`config.mk`:
```
export PLATFORM = sky130hd
export DESIGN_NAME = chip8_timer_ctrl
export DESIGN_NICKNAME = d
export VERILOG_FILES = /design/src/rtl/chip8_pkg.sv /design/src/rtl/chip8_req_sync.sv /design/src/rtl/chip8_timer_ctrl.sv
export SDC_FILE = /design/constraint.sdc
export NUM_CORES = 1
export LEC_CHECK = 0
export CAP_MARGIN = 20
export CORE_ASPECT_RATIO = 0.7
export CORE_MARGIN = 4
export CORE_UTILIZATION = 50
export CTS_BUF_LIST = sky130_fd_sc_hd__clkbuf_2
export DETAILED_ROUTE_END_ITERATION = 7
export GPL_TIMING_DRIVEN = 0
export PLACE_DENSITY = 0.82
export RECOVER_POWER = 25
export SLEW_MARGIN = 10
export SYNTH_ARGS = -nofsm -noshare
export SYNTH_HDL_FRONTEND = slang
export SYNTH_SLANG_ARGS = --single-unit
```
`constraint.sdc`:
```
create_clock -name clk_12k -period 3 [get_ports clk_12k]
set_input_delay 0.6 -clock clk_12k [delete_from_list [all_inputs] [get_ports clk_12k]]
set_output_delay 0.6 -clock clk_12k [all_outputs]
set_load 0.01 [all_outputs]
```
`src/rtl/chip8_pkg.sv`:
```
// rtl/chip8_pkg.sv - shared types and helpers for the chip8 timer controller
// Contents: TIMER_W (timer register width), timer_op_t (CPU request opcodes),
//           tctl_state_t (handshake FSM states), timer_dec (saturating decrement).
package chip8_pkg;

  localparam int TIMER_W = 8;

  typedef enum logic [1:0] {
    OP_RD_DT = 2'b00,
    OP_WR_DT = 2'b01,
    OP_WR_ST = 2'b10,
    OP_RSVD  = 2'b11
  } timer_op_t;

  typedef enum logic [1:0] {
    IDLE = 2'b00,
    EXEC = 2'b01,
    ACK  = 2'b10
  } tctl_state_t;

  // Timers stop at zero instead of wrapping to 0xFF.
  function automatic logic [TIMER_W-1:0] timer_dec(input logic [TIMER_W-1:0] v);
    return (v == '0) ? v : v - TIMER_W'(1);
  endfunction

endpackage

```
`src/rtl/chip8_req_sync.sv`:
```
// rtl/chip8_req_sync.sv - 2-FF level synchronizer for the CPU request line
// Ports: clk_12k (clock), reset (sync, active-high), d_i (async level in),
//        q_o (level synchronized to clk_12k, two cycles of latency).
module chip8_req_sync (
  input  logic clk_12k,
  input  logic reset,
  input  logic d_i,
  output logic q_o
);

  logic s1_d, s1_q;
  logic s2_d, s2_q;

  always_comb begin
    s1_d = d_i;
    s2_d = s1_q;
  end

  always_ff @(posedge clk_12k) begin
    if (reset) begin
      s1_q <= 1'b0;
      s2_q <= 1'b0;
    end else begin
      s1_q <= s1_d;
      s2_q <= s2_d;
    end
  end

  assign q_o = s2_q;

endmodule

```
`src/rtl/chip8_timer_ctrl.sv`:
```
// rtl/chip8_timer_ctrl.sv - Chip-8 delay/sound timers with 60 Hz tick, req/ack access and tone gate
// Ports: clk_12k, reset (sync, active-high), [pause_i when CHIP8_TIMER_PAUSE_EN],
//        req_i/req_op_i/req_data_i (4-phase CPU request), ack_o, rd_data_o (DT read value),
//        dt_o, st_o (timers), tick_o (60 Hz strobe), sound_active_o, audio_o (square tone).
// Optional feature macro: CHIP8_TIMER_PAUSE_EN (adds pause_i, freezes timers and tone).
module chip8_timer_ctrl
  import chip8_pkg::*;
#(
  parameter int CLK_HZ   = 12000,
  parameter int TICK_HZ  = 60,
  parameter int TONE_DIV = 24,
  parameter int ST_MIN   = 1
) (
  input  logic               clk_12k,
  input  logic               reset,
`ifdef CHIP8_TIMER_PAUSE_EN
  input  logic               pause_i,
`endif
  input  logic               req_i,
  input  logic [1:0]         req_op_i,
  input  logic [TIMER_W-1:0] req_data_i,
  output logic               ack_o,
  output logic [TIMER_W-1:0] rd_data_o,
  output logic [TIMER_W-1:0] dt_o,
  output logic [TIMER_W-1:0] st_o,
  output logic               tick_o,
  output logic               sound_active_o,
  output logic               audio_o
);

  localparam int DIV    = CLK_HZ / TICK_HZ;
  localparam int PRE_W  = $clog2(DIV);
  localparam int TONE_W = $clog2(TONE_DIV);
  localparam logic [PRE_W-1:0]   PRE_LAST  = PRE_W'(DIV - 1);
  localparam logic [TONE_W-1:0]  TONE_LAST = TONE_W'(TONE_DIV - 1);
  localparam logic [TIMER_W-1:0] ST_MIN_V  = TIMER_W'(ST_MIN);

  logic pause;
`ifdef CHIP8_TIMER_PAUSE_EN
  assign pause = pause_i;
`else
  assign pause = 1'b0;
`endif

  // Request synchronizer
  logic req_s;

  chip8_req_sync u_req_sync (
    .clk_12k (clk_12k),
    .reset   (reset),
    .d_i     (req_i),
    .q_o     (req_s)
  );

  // Prescaler: tick is high for the whole cycle in which the count sits at DIV-1
  logic [PRE_W-1:0] presc_d, presc_q;
  logic             tick;

  always_comb begin
    presc_d = presc_q;
    if (!pause) begin
      presc_d = (presc_q == PRE_LAST) ? '0 : presc_q + PRE_W'(1);
    end
  end

  assign tick = !pause && (presc_q == PRE_LAST);

  // Handshake FSM; op is executed during the single EXEC cycle
  tctl_state_t        state_q;
  logic               ack_q;
  logic [TIMER_W-1:0] rd_data_q;
  logic [TIMER_W-1:0] dt_d, dt_q;
  logic [TIMER_W-1:0] st_d, st_q;
  timer_op_t          op;

  assign op = timer_op_t'(req_op_i);

  always_ff @(posedge clk_12k) begin
    if (reset) begin
      state_q   <= IDLE;
      ack_q     <= 1'b0;
      rd_data_q <= '0;
    end else begin
      case (state_q)
        IDLE: begin
          if (req_s) state_q <= EXEC;
        end
        EXEC: begin
          state_q <= ACK;
          ack_q   <= 1'b1;
          // Captures the register value, so a coincident tick is not yet applied
          if (op == OP_RD_DT) rd_data_q <= dt_q;
        end
        ACK: begin
          if (!req_s) begin
            state_q <= IDLE;
            ack_q   <= 1'b0;
          end
        end
        default: begin
          state_q <= IDLE;
          ack_q   <= 1'b0;
        end
      endcase
    end
  end

  // Timers: a CPU write overrides the tick on the written timer only
  always_comb begin
    dt_d = tick ? timer_dec(dt_q) : dt_q;
    st_d = tick ? timer_dec(st_q) : st_q;
    if (state_q == EXEC) begin
      case (op)
        OP_WR_DT: dt_d = req_data_i;
        OP_WR_ST: st_d = req_data_i;
        default:  ;
      endcase
    end
  end

  // Tone generator: runs only while sound is active, frozen while paused
  logic              sound_active;
  logic [TONE_W-1:0] tone_d, tone_q;
  logic              audio_d, audio_q;

  assign sound_active = (st_q >= ST_MIN_V);

  always_comb begin
    tone_d  = tone_q;
    audio_d = audio_q;
    if (!sound_active) begin
      tone_d  = '0;
      audio_d = 1'b0;
    end else if (!pause) begin
      if (tone_q == TONE_LAST) begin
        tone_d  = '0;
        audio_d = ~audio_q;
      end else begin
        tone_d = tone_q + TONE_W'(1);
      end
    end
  end

  always_ff @(posedge clk_12k) begin
    if (reset) begin
      presc_q <= '0;
      dt_q    <= '0;
      st_q    <= '0;
      tone_q  <= '0;
      audio_q <= 1'b0;
    end else begin
      presc_q <= presc_d;
      dt_q    <= dt_d;
      st_q    <= st_d;
      tone_q  <= tone_d;
      audio_q <= audio_d;
    end
  end

  assign ack_o          = ack_q;
  assign rd_data_o      = rd_data_q;
  assign dt_o           = dt_q;
  assign st_o           = st_q;
  assign tick_o         = tick;
  assign sound_active_o = sound_active;
  // Gated so the pin drops in the same cycle the sound timer reaches zero
  assign audio_o        = audio_q & sound_active & ~pause;

endmodule

```
# --- Yosys cells after proc, flatten, opt, wreduce, memory -nomap -nowiden ---
# Cells that the tools add are included.
op_classes:
  n_addsub: 4
  n_lt_le_gt_ge: 1
  eq_ne: 8
  mux: 13
  bitwise_logic: 4
  n_reduce_logical: 10
op_table:
  columns: ["cell", "n"]
  rows:
  - ["8-bit two-way mux", 8]
  - ["8-bit zero test", 2]
  - ["8-bit by 1-bit subtractor with 8-bit output (second input constant)", 2]
  - ["8-bit by 1-bit adder with 8-bit output (second input constant)", 1]
  - ["8-bit equality test (second input constant)", 1]
  - ["8-bit by 1-bit >= comparator with 1-bit output (second input constant)", 1]
  - ["2-bit one-hot mux with 3 select lines", 1]
  - ["2-bit AND reduction", 3]
  - ["5-bit by 1-bit adder with 5-bit output (second input constant)", 1]
  - ["5-bit equality test (second input constant)", 1]
  - ["2-bit by 1-bit equality test with 1-bit output (second input constant)", 2]
  - ["2-bit equality test (second input constant)", 2]
  - ["2-bit zero test", 2]
  - ["2-bit two-way mux", 2]
  - ["2-bit OR reduction", 2]
  - ["1-bit NOT", 3]
  - ["1-bit one-hot mux with 3 select lines", 1]
  - ["3-bit OR reduction", 1]
  - ["2-bit by 1-bit inequality test with 1-bit output (second input constant)", 1]
  - ["2-bit inequality test (second input constant)", 1]
  - ["1-bit AND", 1]
  - ["1-bit two-way mux", 1]
totals:
  regBits: 43
  in_bits: 13
  out_inout_bits: 28

# --- Depth between registers and ports, before layout ---
# Gate-level depths: netlist of run 1.
depth:
  word_depth: 5
  depth_mapped: 8

# --- Modules after synthesis ---
# Synthesis of run 1 repeated with hierarchy kept, for this count alone.
unflattened:
  cells_unflattened: 239
  area_unflattened_um2: 2065.7
modules_own_cells:
  columns: ["module", "instances", "cells_each", "area_per_inst_um2", "seq_area_each_um2"]
  rows:
  - ["chip8_timer_ctrl", 1, 235, 2013.2, 820.8]
  - ["chip8_req_sync", 1, 4, 52.6, 40.0]

# --- Worst setup path before layout of run 1 ---
# No wires, ideal clock.
synth_timing:
  path_kind: "register to output"
  from: "register presc_q[0]"
  to: "output tick_o"
  arrival_time_ns: 1.388
  required_ns: 2.400
  setup_slack_ns: 1.012
  stages_incl_launch_ff: 7
  path_cell_list: "dfxtp_1 ha_1 and4_1 clkbuf_1 nand2_1 inv_1 buf_2"
synth_via:
  elab_chain_len: 1
synth_lines:
  columns: ["item", "line_no", "source"]
  rows:
  - ["start: declaration", "chip8_timer_ctrl.sv:56", "logic [PRE_W-1:0] presc_d, presc_q;"]
  - ["start signal: assignment", "chip8_timer_ctrl.sv:152", "presc_q <= presc_d;"]
  - ["8-bit equality test", "chip8_timer_ctrl.sv:66", "assign tick = !pause && (presc_q == PRE_LAST);"]
  - ["end: declaration", "chip8_timer_ctrl.sv:26", "output logic tick_o,"]
# Every way passes these cells.

# --- Worst setup path in the final report of run 1 ---
layout_timing:
  from: "register st_q[5] (netlist: st_o[5])"
  to: "output audio_o"
layout_via:
  elab_chain_len: 2
layout_lines:
  columns: ["item", "line_no", "source"]
  rows:
  - ["start: declaration", "chip8_timer_ctrl.sv:73", "logic [TIMER_W-1:0] st_d, st_q;"]
  - ["start signal: assignment", "chip8_timer_ctrl.sv:154", "st_q <= st_d;"]
  - ["8-bit by 1-bit >= comparator with 1-bit output", "chip8_timer_ctrl.sv:126", "assign sound_active = (st_q >= ST_MIN_V);"]
  - ["1-bit AND", "chip8_timer_ctrl.sv:167", "assign audio_o = audio_q & sound_active & ~pause;"]
  - ["end: declaration", "chip8_timer_ctrl.sv:28", "output logic audio_o"]
# Every way passes these cells.

==> flow_summary.yaml, run 1 <==
sta:
  rsz0062_at_grt: "no"
  slew_headroom: 0.3673
  fin_tns_setup_ns: 0
  post-route-period-util: 0.9423
  clock_skew_ns: 0.01457
  hold_violations: 0
  setup_viol: 0
  tightest_slew_ns: 0.9469
  fin_crit_ns: 2.827
  holdWs_ns: 0.4438
  fmax_mhz: 353.7
  drv_slew: 0
die:
  core_um2: 3694
  fp.dieW_um: 83.75
  start_util: 0.5437
  dieArea_um2: 5111
  fp-row-count: 18
  io_pins: 41
  dieHeight_um: 61.03
clock_tree:
  holdBufCountCts: 0
  root_buffer: "clkbuf_2"
  clk_pin_slew_worst_paths_ns: 0.23
  cts.sinks: 43
  cts_buffers: 5
  ctsLongestPathBuffers: 2
  htreeDepth: 2
  insertion_delay_ns: 0.41
  cts_tree: "built"
setup_path:
  endpoint: "audio_o"
  reg2reg_slack_ns: 0.91
  crit_arrival_ns: 2.23
  reg2reg_from: "dt_o[3]"
  rr_endpoint: "dt_o[0]"
  cp_max_fo: 5
  crit_start: "st_o[5]"
  r2r_cells: 4
  critPathCaptureType: "output pin"
  startpoint_type: "flip-flop"
  cp.required_ns: 2.40
  critPathKind: "reg2out"
final_layout:
  synthToLayoutAreaGrowth_pct: 29.60
  diodes: 0
  design_area_um2: 2603
  instances_no_fill: 332
  multi_input_area_um2: 1130
  nFillCells: 327
  final_nets: 301
  ff_latch_area_um2: 863.3
  final_layout_size_suffix_gt1_frac: 0.09574
logic_synthesis:
  syn_area_um2: 2008
  synth_common_cells: "43 x dfxtp_1, 31 x nand2_1, 13 x nor2_1, 13 x xor2_1, 12 x o21ai_0"
  synth_most_common_cell: "dfxtp_1"
  synthFlopType: "dfxtp_1"
  syn_area_per_cell_um2: 8.731
  postSynthCellCount: 230
  synth-warning-count: 0
  synth-seq-cells: 43
  synth_edf_count: 0
  synth_nets: 250
  ys_seq_area_frac: 0.4287
  synth_area_leader_cell: "dfxtp_1"
  yosys-top-cells-area: "dfxtp_1 43%, nand2_1 5.8%, xor2_1 5.7%, ha_1 4.4%, xnor2_1 3.1%"
  yosys.area.top_type_share: 0.4287
  yosysUniqueCellTypes: 38
  synthArstFlopShare: 0
routing:
  vias_per_cell: 5.521
  detail-route-antenna-nets: 0
  firstDrtPassIters: 4
  first_iter_violations: 150
  routed_wl_um: 4515
  wl_per_cell_um: 13.60
  vias: 1833
  post-route-drc-count: 0
global_route:
  grtUsageTotal: 0.1862
  antenna_found_initial: 0
  grt.overflow.total: 0
  grt_pass1_wl_um: 7693
  grt_pass1_vias: 1641
  grt_start_max_net_pins: 14
power:
  power_mw: 0.9893
  combPwrFrac: 0.073
  ir_drop_uv: 313.9
  intPower_mw: 0.7553
  power.density_nw_per_um2: 380.1
  pwr-share-clk: 0.332
  switching_share: 0.2366
  static-leakage-power_nw: 0.9307
  p_switching_mw: 0.2341
  p_seq_frac: 0.595
place:
  dp.cells: 320
  placed_area_um2: 2471
  routabilityCongestion: 0.8542
  dp_hpwl_um: 3314
  numPortBuffers: 40
run:
  max_cap_viol_count: 0
hold_path:
  hp-class: "reg2reg"
status:
  status: "finished clean"
-- worst max-delay path: stages (launching register included) --
cell	delay [ns]
dfxtp_1	0.42
nor4_2	0.45
nand3b_1	0.24
and2_1	0.22
clkdlybuf4s50_1	0.47
-- final cells by class --
| type | instances | share of cell area |
|---|---|---|
| multi-input combinational | 175 | 0.4341 |
| buffer | 6 | 0.01010 |
| clock buffer | 5 | 0.009615 |
| clock inverter | 3 | 0.01490 |
| timing repair buffer | 45 | 0.1683 |
| sequential | 43 | 0.3317 |
| tap | 50 | 0.02404 |
| inverter | 5 | 0.007212 |
-- placed cells by master, fill, tap and decap left out, types with 2 or more instances in the layout --
master and instances:
a211oi_1 5, a21oi_1 11, and3_1 3, buf_4 5
clkbuf_1 4, clkbuf_2 5, clkdlybuf4s50_1 32, dfxtp_1 41
dfxtp_2 2, dlygate4sd3_1 8, ha_1 6, inv_1 5
nand2_1 31, nand2b_1 3, nand3_1 10, nand3b_1 2
nand4_1 4, nand4b_1 4, nor2_1 13, nor2b_1 9
nor3_1 11, nor3b_1 4, nor4_1 5, o21ai_0 12
or3_1 3, or3b_2 2, xnor2_1 7, xor2_1 13
-- repair_timing --
action	CTS	global route
setup endpoints to repair	2	2
resized for setup	5	5
pin swaps	0	1
setup buffers	0	5
-- metal layers --
metal / routed length, um / GRT usage / vias up
met2: 1846 / 0.2718 / 54
met4: 29 / 0.05275 / 0
met3: 326 / 0.05214 / 5
met1: 2312 / 0.2717 / 858
met5: 0 / 0 / -
li1: - / - / 916
-- worst min path at each step --
stage / from / to / slack, ns / cells past startpoint
finish: presc_q[0] / presc_q[0] / 0.44 / 1
global route: presc_q[0] / presc_q[0] / 0.46 / 1
CTS: u_req_sync.s1_q / u_req_sync.q_o / 0.46 / 1
detailed placement: u_req_sync.s1_q / u_req_sync.q_o / 0.43 / 1
global placement: u_req_sync.s1_q / u_req_sync.q_o / 0.42 / 1
floorplan: u_req_sync.s1_q / u_req_sync.q_o / 0.41 / 1
-- per-stage QoR --
| step | util | setup WS, ns |
|---|---|---|
| 5_1_grt | 0.7046 | 0.003944 |
| 6_report | 0.7046 | 0.1731 |
| 2_1_floorplan | - | 1.012 |
| 4_1_cts | 0.6907 | 0.01042 |
| 3_5_place_dp | 0.6690 | 0.1811 |
| 3_3_place_gp | 0.6690 | 0.1962 |
-- flip-flops by register name (all words and copies together), names as in the netlist --
register	count
u_req_sync.q_o	1
tone_q	5
u_req_sync.s1_q	1
audio_q	1
dt_o	8
st_o	8
presc_q	8
rd_data_o	8
state_q	2
ack_o	1
-- cell families (layout without fill, tap and decap cells) --
logic type / count (synthesis) / count (layout) / share of synthesized area
and+or+nand+nor: 115 / 115 / 0.3165
adders and majority gates: 7 / 7 / 0.04361
xor gates and xnor gates: 20 / 20 / 0.08723
DFF: 43 / 43 / 0.4287
buffers and inverters: 12 / 64 / 0.02305
AOI/OAI and AO/OA: 33 / 33 / 0.1009
-- power groups by stage --
stage	Sequential, mW	Clock, mW	Combinational [mW]
2_1_floorplan	0.599	0	0.0346
3_3_place_gp	0.599	0	0.0691
3_5_place_dp	0.599	0	0.0696
4_1_cts	0.588	0.328	0.0707
5_1_grt	0.590	0.355	0.0795
6_report	0.588	0.329	0.0720
No activity file was read; power rests on OpenSTA's default activity.
==> inputs of run 2 (changes only) <==
--- a/config.mk
+++ b/config.mk
@@ -12,6 +12,7 @@
 export CTS_BUF_LIST = sky130_fd_sc_hd__clkbuf_2
 export DETAILED_ROUTE_END_ITERATION = 7
 export GPL_TIMING_DRIVEN = 0
+export HOLD_SLACK_MARGIN = 0.06
 export PLACE_DENSITY = 0.82
 export RECOVER_POWER = 25
 export SLEW_MARGIN = 10
==> results of run 2 <==
The final DEF is identical to that of run 1; final timing and power are the same.
==> inputs of run 3 (changes only) <==
--- a/config.mk
+++ b/config.mk
@@ -8,12 +8,12 @@
 export CAP_MARGIN = 20
 export CORE_ASPECT_RATIO = 0.7
 export CORE_MARGIN = 4
-export CORE_UTILIZATION = 50
-export CTS_BUF_LIST = sky130_fd_sc_hd__clkbuf_2
+export CORE_UTILIZATION = 33
+export CTS_BUF_LIST = sky130_fd_sc_hd__clkbuf_16
 export DETAILED_ROUTE_END_ITERATION = 7
 export GPL_TIMING_DRIVEN = 0
 export HOLD_SLACK_MARGIN = 0.06
-export PLACE_DENSITY = 0.82
+export PLACE_DENSITY = 0.59
 export RECOVER_POWER = 25
 export SLEW_MARGIN = 10
 export SYNTH_ARGS = -nofsm -noshare
==> run 3 against run 2 <==
- hold slack worse by 0.0073 ns
- utilization decreased by 25 points
- clock skew decreased by 0.0086 ns
- global-route usage down 4.3 points
- critical path depth is 2 higher
- final cell count rose by 6.0%
- power grew 18%
- flip-flop and latch count stayed put
- largest cell class unchanged
==> flow_summary.yaml, run 3 (synthesized netlist as in run 1, its figures left out) <==
status:
  status: "finished clean"
place:
  preCtsSetupSlack_ns: 0.1208
  numPortBuffers: 40
  routabilityCongestion: 0.7803
  dp_hpwl_um: 3690
die:
  dieArea_um2: 7417
  dieHeight_um: 73.27
  fp-row-count: 23
  fp.dieW_um: 101.2
  core_um2: 5813
  io_pins: 41
  start_util: 0.3455
power:
  ir_drop_uv: 184.8
  power.density_nw_per_um2: 440.8
  static-leakage-power_nw: 0.9401
clock_tree:
  cts_tree: "built"
  cts.sinks: 43
  cts_buffers: 5
  ctsLongestPathBuffers: 2
  htreeDepth: 2
  clk_pin_slew_worst_paths_ns: 0.06
  root_buffer: "clkbuf_16"
  insertion_delay_ns: 0.29
  postCtsSetupBuffers: 0
setup_path:
  critPathKind: "reg2out"
  rr_endpoint: "dt_o[0]"
  critPathCaptureType: "output pin"
  cp_max_fo: 10
  cp.required_ns: 2.40
  startpoint_type: "flip-flop"
  reg2reg_slack_ns: 0.97
  reg2reg_from: "dt_o[3]"
  crit_arrival_ns: 2.22
  r2r_cells: 4
sta:
  setup_viol: 0
  slew_headroom: 0.3611
  fin_tns_setup_ns: 0
  clock_skew_ns: 0.005947
  fin_crit_ns: 2.821
  fmax_mhz: 354.5
  tightest_slew_ns: 0.9510
  post-route-period-util: 0.9404
  rsz0062_at_grt: "no"
  setup_ws_ns: 0.1788
  hold_violations: 0
  drv_slew: 0
routing:
  vias: 1747
  firstDrtPassIters: 4
  wl_per_cell_um: 14.03
  post-route-drc-count: 0
  first_iter_violations: 73
  detail-route-antenna-nets: 0
  routed_wl_um: 4939
  vias_per_cell: 4.963
final_layout:
  final_util: 0.4572
  layout_common_cells: "43 x dfxtp_1, 31 x nand2_1, 30 x clkdlybuf4s50_1, 13 x xor2_1, 13 x nor2_1"
  final_common_cell: "dfxtp_1"
  diodes: 0
  synthToLayoutAreaGrowth_pct: 32.34
  final_nets: 296
  final_layout_size_suffix_gt1_frac: 0.06498
hold_path:
  whs_endpoint: "u_req_sync.q_o"
  hp-start: "u_req_sync.s1_q"
  holdPathStages: 1
  hp-class: "reg2reg"
global_route:
  grtUsageTotal: 0.1429
  antenna_found_initial: 0
  grt_pass1_wl_um: 8252
  grt_pass1_vias: 1662
  grt_start_max_net_pins: 13
  grt.overflow.total: 0
run:
  max_cap_viol_count: 0
[run 3: cell types whose count changed in the layout (fill, tap and decap cells not counted), sizes merged]
cell	previous run	this run
buf	6	2
clkdlybuf4s50	32	30
dlygate4sd3	8	10
bufinv	1	0
clkbuf	10	9
inv	5	6
[run 3: what timing repair did]
| item | CTS | global route |
|---|---|---|
| hold buffers | 0 | 0 |
| endpoints found under the setup margin | 1 | 2 |
| gates resized for setup | 1 | 5 |
| endpoints found under the hold margin | 0 | 0 |
[run 3: worst max-delay path by stage]
stage / startpoint / to / slack, ns / cells past startpoint
after floorplan: presc_q[0] / tick_o / 1.01 / 6
after global placement: presc_q[0] / tick_o / 0.12 / 7
after detailed placement: presc_q[0] / tick_o / 0.12 / 7
after CTS: presc_q[0] / tick_o / 0.02 / 6
after global routing: presc_q[0] / tick_o / 0.03 / 6
final: presc_q[0] / tick_o / 0.18 / 6
[run 3: routing by layer]
layer  track usage  routed length [um]
met1        0.2208                2708
met3       0.03605                 279
met2        0.1848                1876
met5             0                   0
met4       0.05752                  74
[run 3: power by group]
part,internal [mW],switching (mW),leakage (nW),total (mW)
registers,0.579,0.00768,0.348,0.587
logic,0.0365,0.0355,0.522,0.0721
clock network,0.299,0.213,0.0701,0.512
[run 3: worst max-delay path: stages (launching register included)]
cell             delay (ns)
dfxtp_1                0.35
ha_2                   0.24
and4_4                 0.30
nand2_1                0.10
inv_1                  0.11
buf_2                  0.24
clkdlybuf4s50_1        0.58
[run 3: layout make-up]
| class | count | area (um^2) |
|---|---|---|
| timing repair buffer | 40 | 400.4 |
| clock inverter | 3 | 11.26 |
| sequential | 43 | 860.8 |
| buffer | 6 | 23.77 |
| tap | 75 | 93.84 |
| fill | 586 | 3156 |
| clock buffer | 5 | 125.1 |
| inverter | 5 | 18.77 |
| multi-input combinational | 175 | 1124 |
[run 3: stage by stage]
stage,hold WS [ns],instance area (um^2),cells,power (mW)
6_report,0.4365,2658,352,1.171
5_1_grt,0.4557,2658,352,1.210
4_1_cts,0.4423,2636,352,1.183
3_5_place_dp,0.4278,2502,345,0.6710
3_3_place_gp,0.4189,2502,345,0.6705
2_1_floorplan,0.4138,2008,230,0.6333
